`src/rtl/cpu_regfile_pkg.sv`:
```
// Shared types and select-decoding helpers for the CPU register file.
package cpu_regfile_pkg;

    localparam int NIBBLE = 4;

    // Register / operand selects used by the microcode sequencer.
    typedef enum logic [4:0] {
        REG_A, REG_B, REG_TEMP,
        REG_XL, REG_XH, REG_XP,
        REG_YL, REG_YH, REG_YP,
        REG_SPL, REG_SPH,
        REG_MX, REG_MY, REG_MSP, REG_Mn,
        REG_IMM_ADDR_L, REG_IMM_ADDR_H, REG_IMM_ADDR_P,
        REG_IMML, REG_IMMH, REG_HARDCODED_1,
        REG_ALU, REG_FLAGS,
        REG_PCSL, REG_PCSH, REG_PCP, REG_PCB, REG_NPP, REG_NBP
    } reg_type;

    // Index registers that can be post-incremented (or SP decremented).
    typedef enum logic [1:0] {
        REG_NONE, REG_XHL, REG_YHL, REG_SP
    } reg_inc_type;

    // Two-bit r/q field of an instruction mapped to its operand.
    function automatic reg_type imm_addressed_reg(input logic [1:0] code);
        case (code)
            2'b00:   return REG_A;
            2'b01:   return REG_B;
            2'b10:   return REG_MX;
            default: return REG_MY;
        endcase
    endfunction

    // Resolve immediate-addressed selects; everything else passes through.
    function automatic reg_type resolve_reg(input reg_type sel, input logic [5:0] immed);
        case (sel)
            REG_IMM_ADDR_L: return imm_addressed_reg(immed[1:0]);
            REG_IMM_ADDR_H: return imm_addressed_reg(immed[3:2]);
            REG_IMM_ADDR_P: return imm_addressed_reg(immed[5:4]);
            default:        return sel;
        endcase
    endfunction

    function automatic logic is_mem_reg(input reg_type sel);
        return (sel == REG_MX) || (sel == REG_MY) || (sel == REG_MSP) || (sel == REG_Mn);
    endfunction

    // Selects backed by a flop nibble in this block.
    function automatic logic is_reg_writable(input reg_type sel);
        case (sel)
            REG_A, REG_B, REG_XL, REG_XH, REG_XP,
            REG_YL, REG_YH, REG_YP, REG_SPL, REG_SPH: return 1'b1;
            default:                                  return 1'b0;
        endcase
    endfunction

    // Selects this block can service (expects an already resolved select).
    function automatic logic is_supported(input reg_type sel);
        return is_reg_writable(sel) || is_mem_reg(sel) ||
               (sel == REG_IMML) || (sel == REG_IMMH) || (sel == REG_HARDCODED_1);
    endfunction

endpackage

```
`src/rtl/cpu_regfile_index_counter.sv`:
```
// Wrapping +/-1 on a {hi,lo} nibble pair, used for X, Y and SP updates.
module index_counter #(
    parameter int WIDTH = 4
) (
    input  logic [WIDTH-1:0] hi,
    input  logic [WIDTH-1:0] lo,
    input  logic             dec,
    output logic [WIDTH-1:0] next_hi,
    output logic [WIDTH-1:0] next_lo
);

    localparam logic [2*WIDTH-1:0] ONE = {{(2*WIDTH-1){1'b0}}, 1'b1};

    logic [2*WIDTH-1:0] result;

    // Modulo 2^(2*WIDTH) step; carry/borrow out of the pair is dropped.
    always_comb begin
        result = dec ? ({hi, lo} - ONE) : ({hi, lo} + ONE);
    end

    assign {next_hi, next_lo} = result;

endmodule

```
`src/rtl/cpu_regfile.sv`:
```
// Register file and index-register unit: A, B, X, Y, SP plus operand routing
// to the data-memory port.
module cpu_regfile
    import cpu_regfile_pkg::*;
#(
    parameter int DATA_WIDTH = NIBBLE,
    parameter bit BYPASS     = 1'b1
) (
    input  logic                    clk,
    input  logic                    reset,
    input  reg_type                 rd_sel,
    input  logic [5:0]              rd_immed,
    output logic [DATA_WIDTH-1:0]   rd_data,
    input  logic                    wr_en,
    input  reg_type                 wr_sel,
    input  logic [5:0]              wr_immed,
    input  logic [DATA_WIDTH-1:0]   wr_data,
    input  logic                    inc_en,
    input  reg_inc_type             inc_sel,
    input  logic                    sp_dec,
    output logic [3*DATA_WIDTH-1:0] mem_addr,
    input  logic [DATA_WIDTH-1:0]   mem_rdata,
    output logic                    mem_we,
    output logic [DATA_WIDTH-1:0]   mem_wdata,
    output logic [3*DATA_WIDTH-1:0] x_out,
    output logic [3*DATA_WIDTH-1:0] y_out,
    output logic [2*DATA_WIDTH-1:0] sp_out,
    output logic                    sel_err
);

    localparam int W = DATA_WIDTH;

    logic [W-1:0] a_q, b_q, xl_q, xh_q, xp_q, yl_q, yh_q, yp_q, spl_q, sph_q;
    logic [W-1:0] a_n, b_n, xl_n, xh_n, xp_n, yl_n, yh_n, yp_n, spl_n, sph_n;
    logic [W-1:0] x_inc_hi, x_inc_lo, y_inc_hi, y_inc_lo, sp_inc_hi, sp_inc_lo;
    logic [W-1:0] rd_reg;
    logic [3*W-1:0] rd_addr, wr_addr;
    logic sel_err_q, sel_err_n;
    logic wr_mem;
    reg_type rd_res, wr_res;

    assign rd_res = resolve_reg(rd_sel, rd_immed);
    assign wr_res = resolve_reg(wr_sel, wr_immed);

    // Data-memory address an operand select points at (0 for non-memory selects).
    function automatic logic [3*W-1:0] addr_of(input reg_type sel, input logic [5:0] immed);
        logic [3*W-1:0] addr;
        addr = '0;
        case (sel)
            REG_MX:  addr = {xp_q, xh_q, xl_q};
            REG_MY:  addr = {yp_q, yh_q, yl_q};
            REG_MSP: addr = {{W{1'b0}}, sph_q, spl_q};
            REG_Mn:  addr[3:0] = immed[3:0];
            default: addr = '0;
        endcase
        return addr;
    endfunction

    index_counter #(.WIDTH(W)) u_x_cnt (
        .hi(xh_q), .lo(xl_q), .dec(1'b0), .next_hi(x_inc_hi), .next_lo(x_inc_lo)
    );
    index_counter #(.WIDTH(W)) u_y_cnt (
        .hi(yh_q), .lo(yl_q), .dec(1'b0), .next_hi(y_inc_hi), .next_lo(y_inc_lo)
    );
    index_counter #(.WIDTH(W)) u_sp_cnt (
        .hi(sph_q), .lo(spl_q), .dec(sp_dec), .next_hi(sp_inc_hi), .next_lo(sp_inc_lo)
    );

    // Memory port: a write-side memory operand wins the shared address bus.
    always_comb begin
        rd_addr   = addr_of(rd_res, rd_immed);
        wr_addr   = addr_of(wr_res, wr_immed);
        wr_mem    = wr_en && is_mem_reg(wr_res);
        mem_we    = wr_mem;
        mem_wdata = wr_data;
        mem_addr  = wr_mem ? wr_addr : rd_addr;
    end

    // Read mux with optional same-cycle forwarding of the write port.
    always_comb begin
        // NOTE: every combinational output gets a default before the case, so
        // unlisted selects cannot infer a latch.
        rd_reg = '0;
        case (rd_res)
            REG_A:           rd_reg = a_q;
            REG_B:           rd_reg = b_q;
            REG_XL:          rd_reg = xl_q;
            REG_XH:          rd_reg = xh_q;
            REG_XP:          rd_reg = xp_q;
            REG_YL:          rd_reg = yl_q;
            REG_YH:          rd_reg = yh_q;
            REG_YP:          rd_reg = yp_q;
            REG_SPL:         rd_reg = spl_q;
            REG_SPH:         rd_reg = sph_q;
            REG_IMML:        rd_reg = W'(rd_immed[3:0]);
            REG_IMMH:        rd_reg = W'(rd_immed[5:4]);
            REG_HARDCODED_1: rd_reg = W'(1);
            REG_MX, REG_MY, REG_MSP, REG_Mn: rd_reg = mem_rdata;
            default:         rd_reg = '0;
        endcase
        if (BYPASS && wr_en && (rd_res == wr_res) && is_reg_writable(wr_res))
            rd_data = wr_data;
        else
            rd_data = rd_reg;
    end

    // Next register state: increment first, then the write overrides one nibble.
    always_comb begin
        {a_n, b_n, xl_n, xh_n, xp_n} = {a_q, b_q, xl_q, xh_q, xp_q};
        {yl_n, yh_n, yp_n, spl_n, sph_n} = {yl_q, yh_q, yp_q, spl_q, sph_q};
        if (inc_en) begin
            case (inc_sel)
                REG_XHL: {xh_n, xl_n}   = {x_inc_hi, x_inc_lo};
                REG_YHL: {yh_n, yl_n}   = {y_inc_hi, y_inc_lo};
                REG_SP:  {sph_n, spl_n} = {sp_inc_hi, sp_inc_lo};
                default: ;
            endcase
        end
        if (wr_en) begin
            case (wr_res)
                REG_A:   a_n   = wr_data;
                REG_B:   b_n   = wr_data;
                REG_XL:  xl_n  = wr_data;
                REG_XH:  xh_n  = wr_data;
                REG_XP:  xp_n  = wr_data;
                REG_YL:  yl_n  = wr_data;
                REG_YH:  yh_n  = wr_data;
                REG_YP:  yp_n  = wr_data;
                REG_SPL: spl_n = wr_data;
                REG_SPH: sph_n = wr_data;
                default: ;
            endcase
        end
        sel_err_n = !is_supported(rd_res) || (wr_en && !is_supported(wr_res));
    end

    // State registers with synchronous reset.
    always_ff @(posedge clk) begin
        if (reset) begin
            // NOTE: the file is a handful of flops rather than a RAM, so every
            // nibble is cleared; a RAM-backed file would not be reset this way.
            {a_q, b_q, xl_q, xh_q, xp_q} <= '0;
            {yl_q, yh_q, yp_q, spl_q, sph_q} <= '0;
            sel_err_q <= 1'b0;
        end else begin
            // NOTE: non-blocking assignments, so every flop samples pre-edge values.
            {a_q, b_q, xl_q, xh_q, xp_q} <= {a_n, b_n, xl_n, xh_n, xp_n};
            {yl_q, yh_q, yp_q, spl_q, sph_q} <= {yl_n, yh_n, yp_n, spl_n, sph_n};
            sel_err_q <= sel_err_n;
        end
    end

    assign x_out   = {xp_q, xh_q, xl_q};
    assign y_out   = {yp_q, yh_q, yl_q};
    assign sp_out  = {sph_q, spl_q};
    assign sel_err = sel_err_q;

endmodule

```
`config.mk`:
```
export PLATFORM = sky130hd
export DESIGN_NAME = cpu_regfile
export DESIGN_NICKNAME = d
export VERILOG_FILES = /design/src/rtl/cpu_regfile_pkg.sv /design/src/rtl/cpu_regfile_index_counter.sv /design/src/rtl/cpu_regfile.sv
export SDC_FILE = /design/constraint.sdc
export NUM_CORES = 1
export LEC_CHECK = 0
export BUFFER_PORTS_ARGS = -buffer_cell sky130_fd_sc_hd__buf_2
export CORE_UTILIZATION = 50
export DETAILED_ROUTE_END_ITERATION = 10
export GPL_ROUTABILITY_DRIVEN = 1
export PLACE_DENSITY = 0.76
export SYNTH_ARGS = -nofsm -noshare
export SYNTH_HDL_FRONTEND = slang
export SYNTH_HIERARCHICAL = 1
export SYNTH_SLANG_ARGS = --single-unit
export TNS_END_PERCENT = 30
```
`constraint.sdc`:
```
create_clock -name clk -period 4.1 [get_ports clk]
set_clock_uncertainty 0.05 [all_clocks]
set_input_delay 0.615 -clock clk [delete_from_list [all_inputs] [get_ports clk]]
set_output_delay 0.615 -clock clk [all_outputs]
set_load 0.02 [all_outputs]
```
* Word-level counts from Yosys, hierarchy flattened
Memory sizes are Yosys's and may differ from the RTL's.
Cells that the tools add are included.
** Operators by class
- Equal/unequal tests :: 54
- Mux-type cells :: 43
- Reductions and logical operators :: 34
- Add/subtract/negate cells :: 4
** Operators with widths (number)
- 4-bit 2-to-1 mux :: 25
- 5-bit by 4-bit equality test with 1-bit output (second input constant) :: 16
- 4-bit one-hot mux with 3 select lines :: 6
- 4-bit one-hot mux with 14 select lines :: 1
- 5-bit equality test (second input constant) :: 10
- 8-bit one-hot mux with 3 select lines :: 2
- 5-bit by 3-bit equality test with 1-bit output (second input constant) :: 8
- 4-bit one-hot mux with 4 select lines :: 2
- 5-bit one-hot mux with 3 select lines :: 2
- 8-bit by 1-bit adder with 8-bit output (second input constant) :: 3
- 2-bit equality test (second input constant) :: 8
- 1-bit logical OR :: 15
- 2-bit by 1-bit equality test with 1-bit output (second input constant) :: 7
- 2-bit logical NOT :: 6
- 12-bit 2-to-1 mux :: 1
- 5-bit by 1-bit equality test with 1-bit output (second input constant) :: 2
- 5-bit by 2-bit equality test with 1-bit output (second input constant) :: 2
- 5-bit logical NOT :: 2
- 8-bit 2-to-1 mux :: 1
- 2-bit AND reduction :: 4
- 8-bit by 1-bit subtractor with 8-bit output (second input constant) :: 1
- 5-bit equality test :: 1
- 1-bit logical AND :: 4
- 4-bit OR reduction :: 1
- 2 further kinds :: 5
** Word-level totals
- Logic and storage cells :: 149
- Output and inout port bits :: 54
- Register bits :: 41
- Bits in read-only memories :: 48
- Memories :: 3
** Memories
- (no name shown) :: depth 16, bits a word 1, rd ports 1, clocked after Yosys merged registers in 0, write ports 0, line cpu_regfile_pkg.sv:50 : case (sel)
- (no name shown) :: depth 16, bits a word 1, rd ports 1, clocked after Yosys merged registers in 0, write ports 0, line cpu_regfile_pkg.sv:50
- (no name shown) :: depth 16, bits a word 1, rd ports 1, clocked after Yosys merged registers in 0, write ports 0, line cpu_regfile_pkg.sv:50

* Depth between registers and ports, before layout
Gate-level depths: netlist of the first run.
- Word-level depth :: 14
- Mapped depth :: 13

* Hierarchy
The synthesis of the first run kept the hierarchy.
** Modules (own cells, without submodules)
- cpu_regfile :: instances 1, cells an instance 461, area an instance 3609.7 µm²
- index_counter :: instances 3, cells an instance 40, area an instance 297.8 µm²

* Least setup slack after synthesis of the first run
No wires, ideal clock.
- Path type :: in2out
- Start point :: in rd_sel[3]
- End point :: out mem_addr[0]
- Cell stages on the path :: 9
- Arrival :: 2.861 ns
- Data required time :: 3.435 ns
- Setup slack :: 0.574 ns
- Cells stage by stage :: clkbuf_2 > or4b_4 > a211o_1 > a22oi_1 > and2_1 > and3_1 > buf_2 > nand2_1 > a31oi_1
** Between the ends
- Word-level cells in the longest chain between the ends :: 5
- Elaborated cells on any way between the ends :: 10
- Those cells by class :: eq/ne (7); mux (3)
** Ends and longest elaborated chain
- start: declaration :: line cpu_regfile.sv:11 : input reg_type rd_sel,
- 5-bit equality test or 5-bit by 4-bit equality test with 1-bit output (tied branches) :: line cpu_regfile_pkg.sv:36 : case (sel)
- 5-bit one-hot mux with 3 select lines * :: line cpu_regfile_pkg.sv:36
- 5-bit by 4-bit equality test with 1-bit output :: line cpu_regfile.sv:49 : case (sel)
- 4-bit one-hot mux with 4 select lines * :: line cpu_regfile.sv:49
- 12-bit 2-to-1 mux * :: line cpu_regfile.sv:76 : mem_addr = wr_mem ? wr_addr : rd_addr;
- end: declaration :: line cpu_regfile.sv:21 : output logic [3*DATA_WIDTH-1:0] mem_addr,
Every way passes the cells marked *; elsewhere a longest branch is shown, timed or not.

* Worst setup path after layout of the first run
- Start point :: in rd_sel[2]
- End point :: out rd_data[2]
** Between the ends
- Word-level cells in the longest chain between the ends :: 6
- Elaborated cells on any way between the ends :: 27
- Those cells by class :: eq/ne (20); mux (3); reduce/logical (4)
** Ends and longest elaborated chain
- 5-bit equality test or 5-bit by 4-bit equality test with 1-bit output (tied branches) :: line cpu_regfile_pkg.sv:36
- 5-bit one-hot mux with 3 select lines * :: line cpu_regfile_pkg.sv:36
- 5-bit by 4-bit equality test with 1-bit output or 5-bit equality test (tied branches) :: line cpu_regfile.sv:84, cpu_regfile.sv:101
- 4-bit OR reduction or 1-bit logical AND (tied branches) :: line cpu_regfile.sv:84, cpu_regfile.sv:101
- 4-bit one-hot mux with 14 select lines or 1-bit logical AND (tied branches) :: line cpu_regfile.sv:84, cpu_regfile.sv:101
- 4-bit 2-to-1 mux * :: line cpu_regfile.sv:101 : if (BYPASS && wr_en && (rd_res == wr_res) && is_reg_writable(wr_res))
- end: declaration :: line cpu_regfile.sv:13 : output logic [DATA_WIDTH-1:0] rd_data,
Marked as above.

==> impl_metrics.env, run 1 <==
export IMPL_cp_data_required_time_ps=3430
export IMPL_slew_violations=0
export IMPL_internal_power_mw=0.7735
export IMPL_fp_dieH_um=96.90
export IMPL_h_tree_depth=2
export IMPL_synthCells=581
export IMPL_power_density_mw_per_mm2=236.2
export IMPL_antenna_cells=0
export IMPL_die_x_um=96.90
export IMPL_slowest_delay_ps=590
export IMPL_place_gp_congestion=0.9998
export IMPL_p_comb_frac=0.370
export IMPL_clk_pin_slew_ps=80
export IMPL_synthFlopType="dfxtp_1"
export IMPL_placed_cells=775
export IMPL_die_area_sq_mm=0.009390
export IMPL_fin_setup_tns_ps=0
export IMPL_antenna_found_initial=0
export IMPL_via_per_inst=6.413
export IMPL_clock_latency_ps=290
export IMPL_hpwl_mm=11.48
export IMPL_wire_per_inst_um=18.83
export IMPL_crit_chain="buf_2 > or4b_4 > o21ai_4 > mux2_2 > a221oi_1 > or3_1 > nand4_1 > mux2_2 > buf_2"
export IMPL_clock_sinks=41
export IMPL_path_max_fanout=18
export IMPL_yosysSeqAreaShare=0.1823
export IMPL_track_usage=0.3101
export IMPL_cts_buffers=5
export IMPL_clk_path_buf_depth=2
export IMPL_clock_root_buffer="clkbuf_8"
export IMPL_start_util=0.5164
export IMPL_crit_slowest_cell="or4b_4"
export IMPL_grt_max_degree=42
export IMPL_hold_viol=0
export IMPL_grt_pass1_vias=4695
export IMPL_drt_first_iter_violations=424
export IMPL_netSwitchingFraction=0.3705
export IMPL_io_pins=91
export IMPL_max_freq_ghz=0.2571
export IMPL_post_cts_buffers=0
export IMPL_rsz0062_at_grt="false"
export IMPL_nNetsFinal=744
export IMPL_met1_length_mm=6.474
export IMPL_portBuffers=90
export IMPL_drv_cap=0
export IMPL_async_reset_ff_frac=0
export IMPL_wl_met3_mm=1.198
export IMPL_route_vias_total=5015
export IMPL_synth_area_sq_mm=0.004503
export IMPL_peakVddDrop_mv=0.1259
export IMPL_num_rows=34
export IMPL_outcome="finished clean"
export IMPL_syn2layout_area_growth_pct=15.50
export IMPL_ys_warn_count=6
export IMPL_syn_area_per_cell_sq_um=7.751
export IMPL_min_period_ps=3890
export IMPL_highest_layer="met4"
export IMPL_yosys_register_bits=41
export IMPL_instances_no_fill=782
export IMPL_finalCritPeriodShare=0.9487
export IMPL_drive_gt1_frac=0.2033
export IMPL_cts_tree="done"
export IMPL_ant_nets=0
export IMPL_core_sq_mm=0.008721
export IMPL_critPathTopFamily="simple AND/OR/NAND/NOR gates"
export IMPL_synth_edff_count=0
export IMPL_setup_ws_ps=210.3
export IMPL_p_clk_frac=0.262
export IMPL_cp_start_kind="input port"
export IMPL_drcViolationCount=0
export IMPL_grt_overflow=0
export IMPL_end_kind="output pin"
export IMPL_crit_buf_inv=2
export IMPL_cp_data_arrival_time_ps=3220
export IMPL_slew_headroom=0.4732
export IMPL_cts_resized=0
export IMPL_pre_cts_ws_ps=236.1
export IMPL_holdBufCountCts=0
export IMPL_max_slew_worst_pin_slew_ps=790.1
export IMPL_synth_cell_type_count=69
export IMPL_seqPwrFrac=0.367
export IMPL_drt_total_wl_mm=14.72
export IMPL_critical_path_class="input port to output pin"
export IMPL_min_path_type="flop to flop"
export IMPL_p_sw_mw=0.4553
export IMPL_power_leakage_nw=2.452
export IMPL_wl_met2_mm=6.645
export IMPL_finalSetupViolCount=0
export IMPL_grt_pass1_wl_mm=23.87
export IMPL_dr_pass1_iters=6
==> worst min-delay path, delay by kind of cell, from the launching register on <==
kind / cells / cell delay (ps)
simple gates: 1 / 80
flops: 1 / 340
mux: 1 / 70
==> stage by stage <==
stage | util | power, mW | cell area, sq um | hold WS, ps
2_1_floorplan | - | 0.7674 | 4559 | 406.4
3_3_place_gp | 0.5845 | 0.8952 | 5097 | 428.7
3_5_place_dp | 0.5845 | 0.9042 | 5097 | 443.6
4_1_cts | 0.5964 | 1.219 | 5201 | 462.1
5_1_grt | 0.5964 | 1.292 | 5201 | 498.0
6_report | 0.5964 | 1.229 | 5201 | 472.7
==> synthesized netlist by cell type (3+ instances only) <==
cell type  instances  area share
a211o_1            3      0.0058
a211oi_1          30       0.050
a21o_1             4      0.0067
a21oi_1           33       0.037
a221oi_1          15       0.029
a22o_1             7       0.014
a22oi_1            8       0.013
a31oi_1            7      0.0097
a41oi_1            3      0.0058
and2_1             7      0.0097
and3_1             3      0.0042
buf_1              3      0.0025
buf_2             12       0.013
buf_4              6       0.010
clkbuf_1          13       0.011
dfxtp_1           41        0.18
fa_1               3       0.013
ha_1              30       0.083
inv_1             27       0.023
mux2_2             7       0.018
mux2i_1           55        0.12
nand2_1           47       0.039
nand3_1           14       0.016
nand3b_1           3      0.0050
nand4_1            3      0.0042
nor2_1            67       0.056
nor2b_1            3      0.0042
nor2b_4            3      0.0092
nor3_1            13       0.014
nor4_1             4      0.0056
o211ai_1           4      0.0067
o21a_1             5      0.0083
o21ai_0           26       0.029
o21bai_1           3      0.0050
o22ai_1            4      0.0056
o31a_1             4      0.0078
o31ai_1            5      0.0083
or4_1              3      0.0050
xnor2_1           12       0.023
xor2_1             3      0.0058
==> logic make-up after synthesis <==
logic type               after synthesis  share of synthesized area
XOR/XNOR                              15                    0.02918
adder cells (fa/ha/maj)               33                    0.09669
flip-flops                            41                     0.1823
buffers and inverters                 64                    0.06224
other                                  1                  0.0008328
multiplexers                          64                     0.1456
AO/OA/AOI/OAI                        178                     0.2812
AND/OR/NAND/NOR                      185                     0.2020
==> power by group through the flow <==
| stage | clock network (mW) | registers (mW) | logic, mW |
|---|---|---|---|
| floorplan | 0 | 0.464 | 0.303 |
| global placement | 0 | 0.459 | 0.436 |
| detailed placement | 0 | 0.459 | 0.445 |
| CTS | 0.322 | 0.450 | 0.447 |
| global route | 0.343 | 0.453 | 0.496 |
| finish | 0.323 | 0.451 | 0.455 |
==> path summary, 6_finish.rpt <==
kind	start	to	slack (ps)	depth (start not counted)
worst max-delay path	rd_sel[2]	rd_data[2]	210	9
worst min-delay path	a_q[2]$_SDFFE_PP0P_	a_q[2]$_SDFFE_PP0P_	470	2
worst max register to register	spl_q[1]$_SDFF_PP0_	sph_q[3]$_SDFF_PP0_	1930	7
worst min register to register	a_q[2]$_SDFFE_PP0P_	a_q[2]$_SDFFE_PP0P_	470	2
==> flip-flops by register name, summed over array words and instances (netlist names) <==
signal and count:
xp_q 4, xl_q 4, b_q 4, spl_q 4, sel_err 1, sph_q 4, yp_q 4, xh_q 4
a_q 4, yl_q 4, yh_q 4
==> cells in the final DEF, fill, tap and decap left out, types with 4 or more instances in the layout <==
| cell type | count |
|---|---|
| o21ai_0 | 26 |
| nor3_1 | 13 |
| a22o_1 | 7 |
| nor4_1 | 4 |
| ha_1 | 30 |
| a21oi_1 | 33 |
| nand2_1 | 47 |
| nor2_1 | 67 |
| mux2_2 | 7 |
| dfxtp_1 | 41 |
| a211oi_1 | 30 |
| clkbuf_8 | 5 |
| o211ai_1 | 4 |
| inv_1 | 27 |
| nand3_1 | 14 |
| mux2i_1 | 55 |
| buf_4 | 17 |
| o31a_1 | 4 |
| xnor2_1 | 12 |
| a31oi_1 | 7 |
| and2_1 | 7 |
| o31ai_1 | 5 |
| o21a_1 | 5 |
| buf_2 | 90 |
| a22oi_1 | 8 |
| o22ai_1 | 4 |
| conb_1 | 16 |
| a21o_1 | 4 |
| a221oi_1 | 15 |
==> cell type report <==
class | count | area [sq um]
Timing Repair Buffer | 107 | 578.1
Multi-Input combinational cell | 491 | 3458
Clock buffer | 5 | 68.82
Tap cell | 108 | 135.1
Clock inverter | 2 | 35.03
Sequential cell | 41 | 820.8
Fill cell | 821 | 3520
Inverter | 28 | 105.1
==> layer usage <==
| layer | vias to the layer above | global-route usage |
|---|---|---|
| met5 | - | 0 |
| met4 | 0 | 0.09989 |
| met3 | 36 | 0.04263 |
| met2 | 268 | 0.5016 |
| met1 | 2371 | 0.4240 |
| li1 | 2340 | - |
Note: power is estimated with default switching activity, not from simulation.
==> inputs of run 2 (changes only) <==
--- a/config.mk
+++ b/config.mk
@@ -11,4 +11,5 @@
 export GPL_ROUTABILITY_DRIVEN = 1
 export PLACE_DENSITY = 0.76
+export SETUP_SLACK_MARGIN = 0.1
 export SYNTH_ARGS = -nofsm -noshare
 export SYNTH_HDL_FRONTEND = slang
==> constraint.sdc (replaced) <==
create_clock -name clk -period 4.1 [get_ports clk]
set_clock_uncertainty 0.05 [all_clocks]
set_input_delay 0.41 -clock clk [delete_from_list [all_inputs] [get_ports clk]]
set_output_delay 0.41 -clock clk [all_outputs]
set_load 0.02 [all_outputs]
==> impl_metrics.env, run 2 (synthesis results as in run 1) <==
export IMPL_portBuffers=90
export IMPL_place_gp_congestion=0.9866
export IMPL_grt_pass1_vias=4694
export IMPL_slew_headroom=0.5012
export IMPL_holdBufCountCts=0
export IMPL_post_cts_buffers=0
export IMPL_fp_dieH_um=96.90
export IMPL_via_per_inst=6.415
export IMPL_antenna_cells=0
export IMPL_power_leakage_nw=2.413
export IMPL_regToRegSetupSlack_ps=1860
export IMPL_syn2layout_area_growth_pct=14.20
export IMPL_clk_path_buf_depth=2
export IMPL_clk_pin_slew_ps=80
export IMPL_finalCoreUtilization=0.5897
export IMPL_clock_latency_ps=310
export IMPL_max_freq_ghz=0.2709
export IMPL_clock_root_buffer="clkbuf_8"
export IMPL_reg2reg_depth=7
export IMPL_finalCritPeriodShare=0.9003
export IMPL_die_area_sq_mm=0.009390
export IMPL_clock_sinks=41
export IMPL_cp_data_required_time_ps=3640
export IMPL_cp_data_arrival_time_ps=3230
export IMPL_layout_commonest_cell="buf_2"
export IMPL_rsz0062_at_grt="false"
export IMPL_drt_first_iter_violations=468
export IMPL_register_area_sq_um=820.8
export IMPL_track_usage=0.3068
export IMPL_worstHoldPathCells=3
export IMPL_cts_tree="done"
export IMPL_cp_start_kind="input port"
export IMPL_hold_viol=0
export IMPL_seqPwrFrac=0.374
export IMPL_slowest_delay_ps=680
export IMPL_cp_common_cell="buf_2"
export IMPL_io_pins=91
export IMPL_fin_setup_tns_ps=0
export IMPL_max_slew_worst_pin_slew_ps=748.2
export IMPL_min_period_ps=3691
export IMPL_core_sq_mm=0.008721
export IMPL_grt_overflow=0
export IMPL_num_rows=34
export IMPL_cts_buffers=5
export IMPL_critical_path_class="input port to output pin"
export IMPL_p_clk_frac=0.256
export IMPL_r2r_start="spl_q[2]$_SDFF_PP0_"
export IMPL_r2r_end="sph_q[2]$_SDFF_PP0_"
export IMPL_final_cell_mix="buf_2 (90), nor2_1 (67), mux2i_1 (55), nand2_1 (47), dfxtp_1 (41)"
export IMPL_p_sw_mw=0.4606
export IMPL_crit_buf_inv=2
export IMPL_crit_slowest_cell="or4b_1"
export IMPL_nFillCells=836
export IMPL_min_delay_start="wr_en"
export IMPL_ant_nets=0
export IMPL_drv_cap=0
export IMPL_antenna_found_initial=0
export IMPL_finalSetupViolCount=0
export IMPL_end_kind="output pin"
export IMPL_cts_resized=0
export IMPL_start_util=0.5164
export IMPL_wire_per_inst_um=18.68
export IMPL_grt_max_degree=42
export IMPL_netSwitchingFraction=0.3818
export IMPL_critPathTopFamily="simple AND/OR/NAND/NOR gates"
export IMPL_grt_pass1_wl_mm=23.50
export IMPL_path_max_fanout=8
export IMPL_p_comb_frac=0.370
export IMPL_die_x_um=96.90
export IMPL_route_vias_total=4972
export IMPL_outcome="finished clean"
export IMPL_min_path_type="input port to flop"
export IMPL_power_density_mw_per_mm2=234.6
export IMPL_drt_total_wl_mm=14.48
export IMPL_crit_chain="buf_2 > or4b_1 > o31ai_1 > and3_1 > and2_1 > a22o_1 > a21oi_1 > o22ai_1 > buf_2"
export IMPL_dr_pass1_iters=6
export IMPL_whs_endpoint="sel_err$_SDFF_PP0_"
export IMPL_drcViolationCount=0
export IMPL_placed_cells=767
export IMPL_h_tree_depth=2
export IMPL_slew_violations=0
export IMPL_internal_power_mw=0.7458
export IMPL_instances_no_fill=775
export IMPL_multi_input_area_sq_mm=0.003458
export IMPL_hpwl_mm=11.26
export IMPL_drive_gt1_frac=0.1949
export IMPL_nNetsFinal=736
export IMPL_peakVddDrop_mv=0.1640
-- run 2: cell types whose count changed in the layout (fill, tap and decap cells not counted) --
| cell | delta |
|---|---|
| clkbuf_8 | +2 |
| buf_4 | -8 |
| clkinv_2 | -1 |
| inv_6 | +1 |
| bufinv_16 | -1 |
-- run 2: worst max path at each step --
stage | start | slack, ps | cells past startpoint | endpoint
final | wr_sel[1] | 410 | 9 | mem_addr[4]
after global routing | wr_sel[1] | 320 | 9 | mem_addr[5]
after CTS | wr_sel[1] | 480 | 9 | mem_addr[7]
after detailed placement | wr_sel[1] | 500 | 9 | mem_addr[4]
after global placement | rd_immed[0] | 520 | 12 | rd_data[1]
after floorplan | rd_sel[3] | 980 | 9 | mem_addr[0]
-- run 2: power by group through the flow --
stage	Sequential, mW	Clock, mW	Combinational [mW]
after floorplan	0.464	0	0.303
after global placement	0.458	0	0.424
after detailed placement	0.458	0	0.438
after CTS	0.449	0.310	0.439
after global routing	0.453	0.324	0.488
final	0.451	0.308	0.447
-- run 2: final cells by class --
| class | count | area share |
|---|---|---|
| sequential | 41 | 0.1596 |
| tap | 108 | 0.02628 |
| inverter | 28 | 0.02044 |
| clock inverter | 1 | 0.001703 |
| multi-input combinational | 491 | 0.6725 |
| timing repair buffer | 99 | 0.1007 |
| clock buffer | 7 | 0.01873 |
-- run 2: per-stage QoR --
step / hold WS, ps / instance area, sq um / total power, mW / setup WS [ps]
floorplan: 406.4 / 4559 / 0.7674 / 984.0
global placement: 424.1 / 5037 / 0.8824 / 516.4
detailed placement: 434.4 / 5037 / 0.8962 / 502.7
CTS: 341.1 / 5142 / 1.199 / 482.3
global route: 359.5 / 5142 / 1.265 / 323.6
finish: 338.0 / 5142 / 1.206 / 408.7
-- run 2: per-layer routing --
layer	routed length, um	GRT usage	part of all wire	vias up
li1	-	-	-	2325
met1	6032	0.3965	0.42	2303
met2	6624	0.5081	0.46	297
met3	1278	0.04408	0.088	47
met4	541	0.1309	0.037	0
met5	0	0	0	-
-- run 2: worst reg2reg max path: cells and delay by family (launching register included) --
kind | cells | cell delay, ps
muxes | 1 | 70
DFF | 1 | 480
adders and majority gates | 1 | 330
and+or+nand+nor | 3 | 700
AOI/OAI and AO/OA | 2 | 510
==> inputs of run 3 (changes only) <==
- CORE_UTILIZATION: 50 -> 40
- CTS_BUF_LIST: unset -> sky130_fd_sc_hd__clkbuf_4 sky130_fd_sc_hd__clkbuf_8
- PLACE_DENSITY: 0.76 -> 0.63
==> impl_metrics.env, run 3 (synthesis results as in run 1) <==
export IMPL_power_density_mw_per_mm2=230.2
export IMPL_drive_gt1_frac=0.1937
export IMPL_grt_pass1_wl_mm=24.05
export IMPL_max_freq_ghz=0.2635
export IMPL_io_pins=91
export IMPL_placed_cells=798
export IMPL_route_vias_total=4830
export IMPL_regToRegSetupSlack_ps=1880
export IMPL_grt_overflow=0
export IMPL_cts_resized=0
export IMPL_hold_viol=0
export IMPL_clock_sinks=41
export IMPL_drv_cap=0
export IMPL_end_kind="output pin"
export IMPL_fp_dieH_um=108.1
export IMPL_start_util=0.4136
export IMPL_cts_buffers=5
export IMPL_die_x_um=108.1
export IMPL_worstHoldPathCells=3
export IMPL_slew_headroom=0.4889
export IMPL_final_cell_mix="buf_2 (90), nor2_1 (67), mux2i_1 (55), nand2_1 (47), dfxtp_1 (41)"
export IMPL_nNetsFinal=735
export IMPL_dr_pass1_iters=7
export IMPL_cp_data_required_time_ps=3640
export IMPL_die_area_sq_mm=0.01169
export IMPL_place_gp_congestion=0.9138
export IMPL_antenna_found_initial=0
export IMPL_num_rows=38
export IMPL_outcome="finished clean"
export IMPL_cp_data_arrival_time_ps=3340
export IMPL_h_tree_depth=2
export IMPL_placed_cell_area_sq_mm=0.005070
export IMPL_total_power_mw=1.189
export IMPL_clk_pin_slew_ps=80
export IMPL_finalSetupViolCount=0
export IMPL_cp_start_kind="input port"
export IMPL_path_max_fanout=12
export IMPL_cts_tree="done"
export IMPL_drcViolationCount=0
export IMPL_drt_first_iter_violations=361
export IMPL_r2r_end="sph_q[3]$_SDFF_PP0_"
export IMPL_grt_pass1_vias=4622
export IMPL_ant_nets=0
export IMPL_min_path_type="input port to flop"
export IMPL_reg2reg_depth=7
export IMPL_clk_path_buf_depth=2
export IMPL_portBuffers=90
export IMPL_layout_commonest_cell="buf_2"
export IMPL_rsz0062_at_grt="false"
export IMPL_track_usage=0.2645
export IMPL_min_period_ps=3796
export IMPL_post_cts_buffers=0
export IMPL_finalCritPeriodShare=0.9258
export IMPL_critical_path_class="input port to output pin"
export IMPL_hpwl_mm=11.80
export IMPL_slew_violations=0
export IMPL_peakVddDrop_mv=0.1259
export IMPL_core_sq_mm=0.01089
export IMPL_min_delay_start="wr_en"
export IMPL_wire_per_inst_um=18.84
export IMPL_antenna_cells=0
export IMPL_power_leakage_nw=2.406
export IMPL_clock_latency_ps=300
export IMPL_r2r_start="spl_q[1]$_SDFF_PP0_"
export IMPL_max_slew_worst_pin_slew_ps=766.6
export IMPL_grt_max_degree=42
export IMPL_instances_no_fill=806
export IMPL_fin_setup_tns_ps=0
export IMPL_clock_root_buffer="clkbuf_8"
export IMPL_final_area_sq_mm=0.005166
export IMPL_via_per_inst=5.993
export IMPL_holdBufCountCts=0
export IMPL_whs_endpoint="sel_err$_SDFF_PP0_"
export IMPL_drt_total_wl_mm=15.19
export IMPL_syn2layout_area_growth_pct=14.73
## run 3: final cells by class
class	count	area (sq um)
Sequential cell	41	820.8
Inverter	28	105.1
Timing Repair Buffer	98	510.5
Clock buffer	6	82.58
Fill cell	1130	5722
Clock inverter	2	13.76
Tap cell	140	175.2
Multi-Input combinational cell	491	3458
## run 3: worst max path at each step
stage	start	endpoint	slack, ps
2_1_floorplan	rd_sel[3]	mem_addr[0]	980
3_3_place_gp	wr_sel[1]	mem_addr[1]	460
3_5_place_dp	wr_sel[1]	mem_addr[1]	380
4_1_cts	wr_sel[1]	mem_addr[1]	370
5_1_grt	wr_sel[1]	mem_addr[1]	190
6_report	wr_sel[1]	mem_addr[1]	300
## run 3: power breakdown
part	internal (mW)	switching, mW	total [mW]
clock	0.137	0.155	0.292
combinational	0.175	0.272	0.446
sequential	0.415	0.0365	0.451
## run 3: per-stage QoR
| stage | hold slack [ps] | util | setup WS (ps) |
|---|---|---|---|
| after floorplan | 406.4 | - | 984.0 |
| after global routing | 355.2 | 0.4745 | 188.9 |
| final | 346.8 | 0.4745 | 304.3 |
| after global placement | 436.8 | 0.4656 | 455.1 |
| after detailed placement | 448.1 | 0.4656 | 379.7 |
| after CTS | 344.4 | 0.4745 | 367.9 |
## run 3: per-layer routing
layer	global-route usage	vias to the layer above	wire length [um]
li1	-	2325	-
met1	0.3494	2276	6911
met2	0.4500	201	7026
met3	0.03315	28	976
met4	0.07143	0	273
met5	0	-	0
## run 3: critical path, cell delays in order
cell and delay [ps]:
buf_2 120, or4b_1 680, o31ai_4 420, and2_4 260, nand2b_4 140, nand3_2 210, inv_2 270, mux2_4 320
a221o_1 330, buf_2 170
